`config.mk`:
```
export PLATFORM = sky130hd
export DESIGN_NAME = fir_fold_sequencer
export DESIGN_NICKNAME = d
export VERILOG_FILES = /design/src/rtl/fir_fold_sequencer.sv
export SDC_FILE = /design/constraint.sdc
export NUM_CORES = 1
export LEC_CHECK = 0
export ABC_AREA = 1
export BUFFER_PORTS_ARGS = -buffer_cell sky130_fd_sc_hd__buf_2
export CAP_MARGIN = 10
export CORE_AREA = 5 5 42 44
export CTS_CLUSTER_DIAMETER = 150
export DETAILED_ROUTE_END_ITERATION = 7
export DIE_AREA = 0 0 47 49
export PLACE_DENSITY_LB_ADDON = 0.08
export SLEW_MARGIN = 30
export SYNTH_ARGS = -nofsm -noshare
export SYNTH_HDL_FRONTEND = slang
export SYNTH_SLANG_ARGS = --single-unit
```
`constraint.sdc`:
```
create_clock -name clk -period 2.16 [get_ports clk]
set_clock_uncertainty 0.05 [all_clocks]
set_input_delay 0.324 -clock clk [delete_from_list [all_inputs] [get_ports clk]]
set_output_delay 0.324 -clock clk [all_outputs]
set_load 0.1 [all_outputs]
```
`src/rtl/fir_fold_sequencer.sv`:
```
// Control sequencer for a folded FIR: accepts a sample, steps the tap group over FOLD MAC cycles,
// then holds the result until it is taken downstream. Macro LOW_POWER_CG_EN enables MAC clock gating.
module fir_fold_sequencer #(
  parameter  int N_TAPS = 8,
  parameter  int FOLD   = 4,
  localparam int SEL_W  = $clog2(FOLD)
) (
  input  logic             clk,
  input  logic             rst,
  input  logic             in_valid,
  output logic             in_ready,
  output logic             shift_en,
  output logic [SEL_W-1:0] tap_sel,
  output logic             acc_clr,
  output logic             acc_en,
  output logic             out_valid,
  input  logic             out_ready,
  output logic             busy,
  output logic             mac_clk_en
);

  // state | meaning
  // IDLE  | waiting for a sample; in_ready high (from the cycle after reset release)
  // MAC   | FOLD accumulate cycles, tap_sel 0..FOLD-1, acc_clr on the first
  // HOLD  | result valid in the accumulator, waiting for out_ready

  generate
    if ((N_TAPS % FOLD) != 0 || FOLD < 2) begin : g_bad_cfg
      $error("fir_fold_sequencer: N_TAPS must be a multiple of FOLD and FOLD >= 2");
    end
  endgenerate

  typedef enum logic [1:0] {
    S_IDLE = 2'd0,
    S_MAC  = 2'd1,
    S_HOLD = 2'd2
  } state_t;

  localparam logic [SEL_W-1:0] LAST_SEL = SEL_W'(FOLD - 1);

  state_t           state, state_nxt;
  logic             in_ready_nxt;
  logic [SEL_W-1:0] tap_sel_nxt;
  logic             acc_clr_nxt;
  logic             acc_en_nxt;
  logic             out_valid_nxt;

  assign shift_en = in_valid & in_ready;

`ifdef LOW_POWER_CG_EN
  assign mac_clk_en = shift_en | acc_en;
`else
  assign mac_clk_en = 1'b1;
`endif

  always_ff @(posedge clk) begin
    if (rst) begin
      state     <= S_IDLE;
      in_ready  <= 1'b0;
      tap_sel   <= '0;
      acc_clr   <= 1'b0;
      acc_en    <= 1'b0;
      out_valid <= 1'b0;
      busy      <= 1'b0;
    end else begin
      state     <= state_nxt;
      in_ready  <= in_ready_nxt;
      tap_sel   <= tap_sel_nxt;
      acc_clr   <= acc_clr_nxt;
      acc_en    <= acc_en_nxt;
      out_valid <= out_valid_nxt;
      busy      <= (state_nxt != S_IDLE);
    end
  end

  always_comb begin
    state_nxt     = state;
    in_ready_nxt  = in_ready;
    tap_sel_nxt   = tap_sel;
    acc_clr_nxt   = 1'b0;
    acc_en_nxt    = acc_en;
    out_valid_nxt = out_valid;
    case (state)
      S_IDLE: begin
        if (shift_en) begin
          state_nxt    = S_MAC;
          in_ready_nxt = 1'b0;
          tap_sel_nxt  = '0;
          acc_clr_nxt  = 1'b1;
          acc_en_nxt   = 1'b1;
        end else begin
          in_ready_nxt = 1'b1;
        end
      end
      S_MAC: begin
        if (tap_sel == LAST_SEL) begin
          state_nxt     = S_HOLD;
          tap_sel_nxt   = '0;
          acc_en_nxt    = 1'b0;
          out_valid_nxt = 1'b1;
        end else begin
          tap_sel_nxt = tap_sel + SEL_W'(1);
        end
      end
      S_HOLD: begin
        if (out_valid && out_ready) begin
          state_nxt     = S_IDLE;
          out_valid_nxt = 1'b0;
          in_ready_nxt  = 1'b1;
        end
      end
      default: begin
        state_nxt = S_IDLE;
      end
    endcase
  end

endmodule

```
Word-level counts from Yosys, hierarchy flattened

Cells that the tools add are included.

Div/mod/pow operators: 0
$lt $le $gt $ge: 0
$add $sub $neg: 1
Reductions and logical operators: 11
Bitwise gates (word level): 2
Mux-type cells: 17
Multiply operators: 0
Eq/ne operators: 6
Shift operators: 0

Operators with widths:

| cell                                                                   | count |
|---|---|
| 2-bit 2-to-1 mux                                                       | 5 |
| 2-bit nonzero test                                                     | 4 |
| 1-bit 2-to-1 mux                                                       | 7 |
| 2-bit != test (second input constant)                                  | 3 |
| 1-bit case mux with 2 select lines                                     | 3 |
| 2-bit case mux with 3 select lines                                     | 1 |
| 3-bit AND reduction                                                    | 2 |
| 2-bit equality test (second input constant)                            | 2 |
| 2-bit case mux with 2 select lines                                     | 1 |
| 2-bit AND reduction                                                    | 2 |
| 2-bit by 1-bit adder with 2-bit output (second input constant)         | 1 |
| 2-bit by 1-bit equality test with 1-bit output (second input constant) | 1 |
| 2-bit logical NOT                                                      | 1 |
| 2-bit OR reduction                                                     | 1 |
| 1-bit bitwise AND                                                      | 1 |
| 1-bit logical AND                                                      | 1 |
| 1-bit NOT                                                              | 1 |

Logic and storage cells: 44
Input bits: 4
ROM bits: 0
Output and inout bits: 9
Memories kept: 0
Latch bits: 0
Memory bits (writable): 0
Register bits after elaboration: 9

Logic depth before layout (Yosys ltp)

Depth after elaboration: 4
Gate-level depth with buffers: 6
Depth with buffers taken out: 6

Least setup slack after synthesis

Ideal clock, no wire load.

Path type: reg-to-reg
Start point: register in_ready
End point: register busy
Required time: 2052 ps
Stages on the path, launching flop included: 7
Path slack: -85 ps
Buffers on the path: 0
Library setup time: 58 ps
Arrival: 2137 ps
Cells stage by stage: dfxtp_1 nand2_1 inv_1 nand2_1 nand2_1 nand2_1 nand2_1

Cells in the longest elaborated chain, start to end: 4

RTL lines:

| item                               | line | source |
|---|---|---|
| start, declared                    | 11   | `output logic in_ready,` |
| start signal, assigned             | 67   | `in_ready <= in_ready_nxt;` |
| 1-bit bitwise AND                  | 48   | `assign shift_en = in_valid & in_ready;` |
| net shift_en                       | 12   | `output logic shift_en,` |
| 2-bit 2-to-1 mux                   | 85   | `if (shift_en) begin` |
| 2-bit case mux with 3 select lines | 83   | `case (state)` |
| 2-bit nonzero test                 | 72   | `busy <= (state_nxt != S_IDLE);` |
| end signal, assigned               | 72   |  |
| end, declared                      | 18   | `output logic busy,` |

The timed path passes the listed nets, and every way through them passes these cells.
A chain may end at the register's enable or synchronous reset.

Worst setup path after layout

Start point: register in_ready
End point: output port shift_en

Cells in the longest elaborated chain, start to end: 1

RTL lines:

| item              | line |
|---|---|
| 1-bit bitwise AND | 48 |
| end, declared     | 12 |

Every way passes these cells.

==> qor.yml <==
worstSetupPathType: "flop to output port"
synth-compound-area-share: 0.0637
cap_violations: 0
syn2layout_area_growth_pct: 24.2
ys_seq_area_frac: 0.459
ctsResizeCount: 0
synthSimpleGateAreaFrac: 0.318
cts-hold-fix-buffers: 0
avgViaCountPerCell: 4.25
wl_um: 849
cts_buffer_depth: 2
synth_top_family_by_area: "simple AND/OR/NAND/NOR gates"
cp_num_cells: 3
p_leak_nw: 0.262
run_status: "finished, final reports clean"
hold_viol: 0
finalWeightedCongestion: 0.776
routed-via-count: 357
hold_depth: 2
grt_max_degree: 7
synthMuxAreaShare: 0
fillCellCount: 167
worst_r2r_path_depth: 6
cp_slowest_cell: "buf_2"
synthAdderAreaFrac: 0.0637
diodes: 0
num_rows: 14
cts_root_buf: "clkbuf_4"
avgSynthCellArea_um2: 7.28
yosys_warnings: 0
slew_violations: 0
arrival_ns: 1.14
cp_max_fo: 4
io_pins: 13
cts_inserted_buffers: 3
hold_class: "primary input to flop"
clkTransAtPathRegs_ns: 0.07
required_ns: 1.79
portBuffers: 11
min_period_ns: 1.51
grt_use_total: 0.0932
dp_hpwl_um: 653
dr.pass1.iters: 2
initialDrtViolationCount: 3
startpoint_type: "flop"
tritoncts: "built"
finalCritPeriodShare: 0.701
grt_pass1_wl_mm: 1.48
max_stage_delay_ns: 0.42
drive_gt1_frac: 0.294
cts_sinks: 9
fp.coreArea_mm2: 0.00140
crit_family: "buffers and inverters"
dieArea_mm2: 0.00230
end_kind: "output port"
post-cts-setup-buffers: 0
synth_area_um2: 393
clkLatencyLatePin_ns: 0.26
peakVddDrop_v: 0.000261
finalSetupViolations: 0
synth.ff_latch_count: 9
cts_htree_levels: 1
yosys.area_share.xor_xnor: 0
die_h_um: 49
die_x_um: 47
wl_per_cell_um: 10.1
p_per_area_mw_per_mm2: 874
grt_overflow: 0
nets: 75
synth_fp_nets: 60
ys_types: 13
syn_inst: 54
drcViolationCount: 0
cp_cell_sequence: "nand2_1, inv_1, buf_2"
r2r_slack_ns: 1.14
setup_tns_ns: 0
power.total_w: 0.000427
ant_nets: 0
rsz0062_at_grt: "no"
max_freq_mhz: 660
initial_core_util: 0.280
antenna_found_initial: 0
grt_pass1_vias: 369
crit_buf_inv: 2
-- cell usage after synthesis --
library cell  count  area share
nor2_1            4       0.038
nor2_2            1       0.016
nand2_1          19        0.18
nand2_2           1       0.016
inv_2             2       0.019
conb_1            1      0.0095
a21oi_1           5       0.064
dfxtp_1           9        0.46
ha_1              2       0.064
nor2_4            1       0.029
buf_4             1       0.019
nand3_1           3       0.038
inv_1             5       0.048
-- per-layer routing --
layer | GRT usage | wire [um] | vias up
li1 | - | - | 190
met1 | 0.117 | 424 | 154
met2 | 0.118 | 332 | 11
met3 | 0.0443 | 79 | 2
met4 | 0.0691 | 13 | 0
met5 | 0 | 0 | -
-- through the flow --
| stage | cells | setup WS, ns | utilization | cell area, um2 | hold WS, ns |
|---|---|---|---|---|---|
| after CTS | 84 | 0.622 | 0.348 | 488 | 0.244 |
| after detailed placement | 80 | 0.838 | 0.329 | 462 | 0.401 |
| after global placement | 80 | 0.863 | 0.329 | 462 | 0.403 |
| after global routing | 84 | 0.543 | 0.348 | 488 | 0.253 |
| final | 84 | 0.645 | 0.348 | 488 | 0.248 |
| after floorplan | 54 | 0.243 | - | 394 | 0.343 |
-- cell usage in the layout (no fill, tap or decap), drive strengths merged --
cell and instances:
clkbuf 4, ha 2, dfxtp 9, nand3 3
conb 1, buf 11, nand2 20, inv 7
nor2 6, a21oi 5
-- area by class of cell --
class                           count  area [um2]  share of cell area
Clock buffer                        4        26.3              0.0538
Inverter                            7        26.3              0.0538
Multi-Input combinational cell     37         179               0.367
Sequential cell                     9         181               0.372
Tap cell                           16        20.0              0.0410
Timing Repair Buffer               11        55.1               0.113
-- sequential cells by signal, indices dropped and copies added, names as in the netlist --
| name | cells |
|---|---|
| out_valid | 1 |
| in_ready | 1 |
| state | 2 |
| busy | 1 |
| acc_en | 1 |
| tap_sel | 2 |
| acc_clr | 1 |
-- where the power goes --
| group | total (W) | internal [W] | switching [W] |
|---|---|---|---|
| clock | 0.000133 | 0.0000712 | 0.0000617 |
| combinational | 0.000111 | 0.0000168 | 0.0000940 |
| sequential | 0.000183 | 0.000176 | 0.00000721 |
| total | 0.000427 | 0.000264 | 0.000163 |
-- path summary, 6_finish.rpt --
check | startpoint | endpoint
setup reg to reg | tap_sel[0]$_SDFFE_PP0P_ | busy$_SDFF_PP0_
hold / removal | rst | out_valid$_SDFFE_PP0P_
setup / recovery | in_ready$_SDFFE_PP0P_ | shift_en
hold reg to reg | acc_en$_SDFFE_PP0P_ | acc_en$_SDFFE_PP0P_
-- cells by family (layout without fill, tap and decap cells) --
| group | count (synthesis) | count (layout) |
|---|---|---|
| simple gates | 29 | 29 |
| compound gates | 5 | 5 |
| flops | 9 | 9 |
| fa+ha+maj | 2 | 2 |
| buf+inv | 8 | 22 |
| other cells | 1 | 1 |
(Power assumes the default switching activity.)
